<file path="src/rtl/alu_arbiter_if.sv">
// Request/response bundle shared by the two ALU requesters and the arbiter.
// master: requester side (drives requests, consumes responses).
// slave : arbiter side (accepts requests, returns results).
// Ports  : req_valid/ready/a/b/ctrl per port, rsp_valid/ready per port,
//          shared rsp_data/rsp_err qualified by rsp_valid_x.
interface alu_arbiter_if #(
  parameter int unsigned DATA_W = 32,
  parameter int unsigned CTRL_W = 4
);
  logic              req_valid_0;
  logic              req_valid_1;
  logic              req_ready_0;
  logic              req_ready_1;
  logic [DATA_W-1:0] req_a_0;
  logic [DATA_W-1:0] req_a_1;
  logic [DATA_W-1:0] req_b_0;
  logic [DATA_W-1:0] req_b_1;
  logic [CTRL_W-1:0] req_ctrl_0;
  logic [CTRL_W-1:0] req_ctrl_1;
  logic              rsp_valid_0;
  logic              rsp_valid_1;
  logic              rsp_ready_0;
  logic              rsp_ready_1;
  logic [DATA_W-1:0] rsp_data;
  logic              rsp_err;

  modport master (
    output req_valid_0, req_valid_1, req_a_0, req_a_1, req_b_0, req_b_1,
           req_ctrl_0, req_ctrl_1, rsp_ready_0, rsp_ready_1,
    input  req_ready_0, req_ready_1, rsp_valid_0, rsp_valid_1, rsp_data, rsp_err
  );

  modport slave (
    input  req_valid_0, req_valid_1, req_a_0, req_a_1, req_b_0, req_b_1,
           req_ctrl_0, req_ctrl_1, rsp_ready_0, rsp_ready_1,
    output req_ready_0, req_ready_1, rsp_valid_0, rsp_valid_1, rsp_data, rsp_err
  );
endinterface

</file>
<file path="src/rtl/alu_arbiter.sv">
// Shares one combinational ALU between two requesters, one op in flight.
// Ports:
//   clk, rst_n          : clock, asynchronous active-low reset
//   bus (slave)         : request/response handshakes of ports 0 and 1
//   alu_inp1/2, alu_ctrl: registered operands/control driven to the ALU
//   alu_result          : combinational result from the ALU
//   busy                : high whenever the arbiter is not IDLE
module alu_arbiter #(
  parameter int unsigned DATA_W = 32,
  parameter int unsigned CTRL_W = 4,
  parameter bit          RR_EN  = 1'b1
) (
  input  logic              clk,
  input  logic              rst_n,
  alu_arbiter_if.slave      bus,
  output logic [DATA_W-1:0] alu_inp1,
  output logic [DATA_W-1:0] alu_inp2,
  output logic [CTRL_W-1:0] alu_ctrl,
  input  logic [DATA_W-1:0] alu_result,
  output logic              busy
);

  // Highest legal control code (NOR); anything above is reported as an error.
  localparam logic [CTRL_W-1:0] CTRL_MAX = CTRL_W'(4'b1010);

  typedef enum logic [1:0] {
    IDLE = 2'd0,
    EXEC = 2'd1,
    RESP = 2'd2
  } state_e;

  state_e state_q;
  state_e state_d;
  logic   owner_q;
  logic   last_grant_q;
  logic   grant_0_c;
  logic   grant_1_c;
  logic   accept_c;
  logic   rsp_done_c;
  logic   illegal_c;

  // State register.
  always_ff @(posedge clk or negedge rst_n) begin
    if (!rst_n) state_q <= IDLE;
    else        state_q <= state_d;
  end

  // Grant, next-state and handshake decode.
  always_comb begin
    state_d    = state_q;
    grant_0_c  = 1'b0;
    grant_1_c  = 1'b0;
    accept_c   = 1'b0;
    rsp_done_c = 1'b0;
    illegal_c  = (alu_ctrl > CTRL_MAX);
    case (state_q)
      IDLE: begin
        // Port 0 wins unless port 1 also asks and round-robin says it is port 1's turn.
        grant_0_c = bus.req_valid_0 & (~bus.req_valid_1 | ~RR_EN | last_grant_q);
        grant_1_c = bus.req_valid_1 & ~grant_0_c;
        accept_c  = grant_0_c | grant_1_c;
        if (accept_c) state_d = EXEC;
      end
      EXEC: state_d = RESP;
      RESP: begin
        // Only the owner's ready completes the response.
        rsp_done_c = owner_q ? bus.rsp_ready_1 : bus.rsp_ready_0;
        if (rsp_done_c) state_d = IDLE;
      end
      default: state_d = IDLE;
    endcase
  end

  assign bus.req_ready_0 = grant_0_c;
  assign bus.req_ready_1 = grant_1_c;
  assign busy            = (state_q != IDLE);

  // Operand capture on accept, result capture after EXEC, response release on handshake.
  always_ff @(posedge clk or negedge rst_n) begin
    if (!rst_n) begin
      alu_inp1        <= '0;
      alu_inp2        <= '0;
      alu_ctrl        <= '0;
      owner_q         <= 1'b0;
      last_grant_q    <= 1'b1;
      bus.rsp_valid_0 <= 1'b0;
      bus.rsp_valid_1 <= 1'b0;
      bus.rsp_data    <= '0;
      bus.rsp_err     <= 1'b0;
    end else begin
      if (accept_c) begin
        alu_inp1     <= grant_1_c ? bus.req_a_1    : bus.req_a_0;
        alu_inp2     <= grant_1_c ? bus.req_b_1    : bus.req_b_0;
        alu_ctrl     <= grant_1_c ? bus.req_ctrl_1 : bus.req_ctrl_0;
        owner_q      <= grant_1_c;
        last_grant_q <= grant_1_c;
      end
      if (state_q == EXEC) begin
        bus.rsp_data    <= illegal_c ? '0 : alu_result;
        bus.rsp_err     <= illegal_c;
        bus.rsp_valid_0 <= ~owner_q;
        bus.rsp_valid_1 <= owner_q;
      end
      if (rsp_done_c) begin
        bus.rsp_valid_0 <= 1'b0;
        bus.rsp_valid_1 <= 1'b0;
      end
    end
  end

endmodule

</file>
<file path="src/flat_wrapper.sv">
// flat-port wrapper written by rule: the top's interface ports become plain ports
module alu_arbiter_flat 
#(
  parameter int unsigned DATA_W = 32,
  parameter int unsigned CTRL_W = 4,
  parameter bit          RR_EN  = 1'b1
)
  (clk, rst_n, alu_inp1, alu_inp2, alu_ctrl, alu_result, busy, bus_req_valid_0, bus_req_valid_1, bus_req_a_0, bus_req_a_1, bus_req_b_0, bus_req_b_1, bus_req_ctrl_0, bus_req_ctrl_1, bus_rsp_ready_0, bus_rsp_ready_1, bus_req_ready_0, bus_req_ready_1, bus_rsp_valid_0, bus_rsp_valid_1, bus_rsp_data, bus_rsp_err);
  alu_arbiter_if #(.DATA_W(DATA_W), .CTRL_W(CTRL_W)) bus_i ();
  input  logic clk;
  input  logic rst_n;
  output logic [DATA_W-1:0] alu_inp1;
  output logic [DATA_W-1:0] alu_inp2;
  output logic [CTRL_W-1:0] alu_ctrl;
  input  logic [DATA_W-1:0] alu_result;
  output logic busy;
  input wire logic [$bits(bus_i.req_valid_0)-1:0] bus_req_valid_0;
  input wire logic [$bits(bus_i.req_valid_1)-1:0] bus_req_valid_1;
  input wire logic [$bits(bus_i.req_a_0)-1:0] bus_req_a_0;
  input wire logic [$bits(bus_i.req_a_1)-1:0] bus_req_a_1;
  input wire logic [$bits(bus_i.req_b_0)-1:0] bus_req_b_0;
  input wire logic [$bits(bus_i.req_b_1)-1:0] bus_req_b_1;
  input wire logic [$bits(bus_i.req_ctrl_0)-1:0] bus_req_ctrl_0;
  input wire logic [$bits(bus_i.req_ctrl_1)-1:0] bus_req_ctrl_1;
  input wire logic [$bits(bus_i.rsp_ready_0)-1:0] bus_rsp_ready_0;
  input wire logic [$bits(bus_i.rsp_ready_1)-1:0] bus_rsp_ready_1;
  output wire logic [$bits(bus_i.req_ready_0)-1:0] bus_req_ready_0;
  output wire logic [$bits(bus_i.req_ready_1)-1:0] bus_req_ready_1;
  output wire logic [$bits(bus_i.rsp_valid_0)-1:0] bus_rsp_valid_0;
  output wire logic [$bits(bus_i.rsp_valid_1)-1:0] bus_rsp_valid_1;
  output wire logic [$bits(bus_i.rsp_data)-1:0] bus_rsp_data;
  output wire logic [$bits(bus_i.rsp_err)-1:0] bus_rsp_err;
  assign bus_i.req_valid_0 = bus_req_valid_0;
  assign bus_i.req_valid_1 = bus_req_valid_1;
  assign bus_i.req_a_0 = bus_req_a_0;
  assign bus_i.req_a_1 = bus_req_a_1;
  assign bus_i.req_b_0 = bus_req_b_0;
  assign bus_i.req_b_1 = bus_req_b_1;
  assign bus_i.req_ctrl_0 = bus_req_ctrl_0;
  assign bus_i.req_ctrl_1 = bus_req_ctrl_1;
  assign bus_i.rsp_ready_0 = bus_rsp_ready_0;
  assign bus_i.rsp_ready_1 = bus_rsp_ready_1;
  assign bus_req_ready_0 = bus_i.req_ready_0;
  assign bus_req_ready_1 = bus_i.req_ready_1;
  assign bus_rsp_valid_0 = bus_i.rsp_valid_0;
  assign bus_rsp_valid_1 = bus_i.rsp_valid_1;
  assign bus_rsp_data = bus_i.rsp_data;
  assign bus_rsp_err = bus_i.rsp_err;
  alu_arbiter #(.DATA_W(DATA_W), .CTRL_W(CTRL_W), .RR_EN(RR_EN)) u_core (.clk(clk), .rst_n(rst_n), .bus(bus_i), .alu_inp1(alu_inp1), .alu_inp2(alu_inp2), .alu_ctrl(alu_ctrl), .alu_result(alu_result), .busy(busy));
endmodule
</file>
<file path="config.mk">
export PLATFORM = sky130hd
export DESIGN_NAME = alu_arbiter_flat
export DESIGN_NICKNAME = d
export VERILOG_FILES = /design/src/rtl/alu_arbiter_if.sv /design/src/rtl/alu_arbiter.sv /design/src/flat_wrapper.sv
export SDC_FILE = /design/constraint.sdc
export NUM_CORES = 1
export LEC_CHECK = 0
export ABC_AREA = 1
export CORE_ASPECT_RATIO = 2
export CORE_MARGIN = 1.5
export CORE_UTILIZATION = 40
export DETAILED_ROUTE_END_ITERATION = 8
export PLACE_DENSITY_LB_ADDON = 0.05
export SLEW_MARGIN = 20
export SYNTH_ARGS = -nofsm -noshare
export SYNTH_HDL_FRONTEND = slang
export SYNTH_SLANG_ARGS = --single-unit
</file>
<file path="constraint.sdc">
create_clock -name clk -period 1.7 [get_ports clk]
set_clock_uncertainty 0.1 [all_clocks]
set_input_delay 0.34 -clock clk [delete_from_list [all_inputs] [get_ports clk]]
set_output_delay 0.34 -clock clk [all_outputs]
set_load 0.02 [all_outputs]
</file>
==> run metrics <==
Slew Limit Fails 0; Synth top cells by count nand2_1 (245), nand3_1 (208), inv_1 (148); flop-to-flop setup slack -0.02 ns; initial antenna violation count 0; Mapped Cells 767; clk_lat worst skew 0.34 ns; Worst Setup End Kind primary output; setup tns final -0.127 ns; Final Power 15300 uW; drt pass-1 iters 4; most used cell, CP buf_6; dpl ws -0.545 ns; Final Hold Fails 0; HPWL Detailed 13100 microns; Finished Core Util 66.6%; clock sink count 107; GPL Wtd Cong 0.799; Fmax 566 MHz; #FFs+latches synth 107; layout net count 1225; Antenna Cells 0; Seq/Total Area, Yosys 48.9%; CP startpoint kind flop; vias 5843; Async S/R FF share, synth 100%; post-synth cell types 18; Final min period 1.77 ns; H-tree Lvls 3; Die Width 85.7 microns; Most Crowded Layer GR met2; max-cap violations 0; power density over the cells 1700 nW/um^2; Post-synth EDFFs 0; CTS tree built; GR Util met3 5.64%; cell taking the most area after synthesis dfrtp_1; Avg Cell Area, Syn 7.14 sq um; clk slew on worst S/H paths 0.08 ns; CP peak stage delay 0.56 ns; vias per cell 4.83; Yosys Warn Count 0; remaining design rule violation count 0; met2 usage 47.5%; Die Height 168 microns; Core Box Area 13400 sq um; Final setup violation count 4; Top FF cell, synth dfrtp_1; RSZ-0062 raised after global routing yes; Post-Synthesis Cell Area 5470 sq um; slowest stage cell, crit path dfstp_2; row cnt 60; Total GRT Usage 25.5%; status finished, violations left; synth-to-layout area growth 63.6%; Avg WL per Cell 15.4 microns; Port Buffers 279; clock buffer depth 2; slew margin rel. 74.4%; Syn Nets 941; die footprint 14400 sq um; GRT overflow 0; fraction of layout cells with a size suffix above 1 6.82%; peak supply drop 0.906 mV; failing checks setup timing; period utilization 104%; Num CTS Buffers 9; crit path max fanout 3; vias in the first global route 5725; CTS root buf clkbuf_16; top-count cell post-synth nand2_1; largest net degree at the start of global routing 60; CP Cell Sequence buf_6, a21oi_4, nand2_2, inv_2, buf_6; worst setup margin -0.0680 ns; post-detailed-route count of antenna-violating nets 0; CP arrival 1.33 ns; post-synth top area share 48.5%; Worst EP required 1.26 ns; Total Wirelength 18600 microns; top post-synthesis cells by area dfrtp_1 (48%), nand3_1 (19%), nand2_1 (17%); first-pass GRT wire length 28700 microns; worst-margin pin slew 0.384 ns; IO Pins 280; DRT iter0 DRCs 267; Leak 0.00504 uW; met1 Usage GRT 27.3%; Initial Util 40.7%; HP Class in2async; WS Path Type reg2out
power breakdown:
part | internal, uW | switching, uW | total [uW]
clock | 1010 | 991 | 2000
sequential | 3830 | 661 | 4490
combinational | 3490 | 5290 | 8770
total | 8320 | 6940 | 15300
area by class of cell:
type                            instances  area (sq um)
Sequential cell                       107          2680
Clock inverter                          5          46.3
Fill cell                            1235          4480
Timing Repair Buffer                  321          3190
Multi-Input combinational cell        463          2060
Clock buffer                           10           229
Tap cell                              155           194
Inverter                              149           559
worst max-delay path, delay by kind of cell, from the launching register on:
| kind | cells | cell delay, ns |
|---|---|---|
| AND/OR/NAND/NOR | 1 | 0.10 |
| flip-flops | 1 | 0.56 |
| AO/OA/AOI/OAI | 1 | 0.06 |
| buffers and inverters | 3 | 0.27 |
metrics by stage:
step                      cell area (sq um)  std cells  hold WS, ns
final                                  8950       1210        0.322
after floorplan                        5470        767      -0.0556
after global placement                 8640       1188        0.145
after detailed placement               8640       1188        0.152
after CTS                              8880       1208        0.317
after global routing                   8950       1210        0.334
layout by cell type, fill, tap and decap left out, drive strengths merged:
master           n
clkdlybuf4s50  172
o21ai            3
a21oi            2
dfrtp          106
clkbuf          12
nor2             3
dlygate4sd2    103
clkinv           3
nand3          209
nand2          246
dlygate4sd3      1
buf             43
inv            151
dfstp            1
path summary, 6_finish.rpt:
check	endpoint	from	cells after the start
worst max-delay path	bus_req_ready_1	u_core.last_grant_q$_DFFE_PN1P_	5
worst min-delay path	u_core.bus.rsp_data[1]$_DFFE_PN0N_	rst_n	2
worst max register to register	u_core.alu_ctrl[0]$_DFFE_PN0P_	u_core.last_grant_q$_DFFE_PN1P_	8
worst min register to register	u_core.bus.rsp_data[7]$_DFFE_PN0N_	u_core.bus.rsp_data[7]$_DFFE_PN0N_	2
max in group asynchronous	u_core.last_grant_q$_DFFE_PN1P_	rst_n	3
min in group clk	u_core.bus.rsp_data[7]$_DFFE_PN0N_	u_core.bus.rsp_data[7]$_DFFE_PN0N_	2
layer usage:
| layer | up-vias | share of wire, % |
|---|---|---|
| li1 | 2907 | - |
| met1 | 2707 | 38 |
| met2 | 196 | 54 |
| met3 | 33 | 5.0 |
| met4 | 0 | 3.0 |
| met5 | - | 0 |
kinds of logic after synthesis:
group                  synth area share, %
AO/OA/AOI/OAI                        0.526
buffers and inverters                 14.1
flip-flops                            48.9
AND/OR/NAND/NOR                       36.5
flip-flops by register name (all words and copies together), names as in the netlist, 2 cells and up:
name	cells
u_core.alu_inp1	32
u_core.alu_inp2	32
u_core.bus.rsp_data	32
u_core.alu_ctrl	4
u_core.state_q	2
timing repair:
action | CTS | global route
hold endpoints to repair | 16 | 0
gates cloned | 1 | 2
gates resized for setup | 127 | 6
buffers inserted | 4 | 0
setup endpoints to repair | 117 | 59
hold buffers | 1 | 0
pin swaps | 1 | 2
No activity file was read; power rests on OpenSTA's default activity.
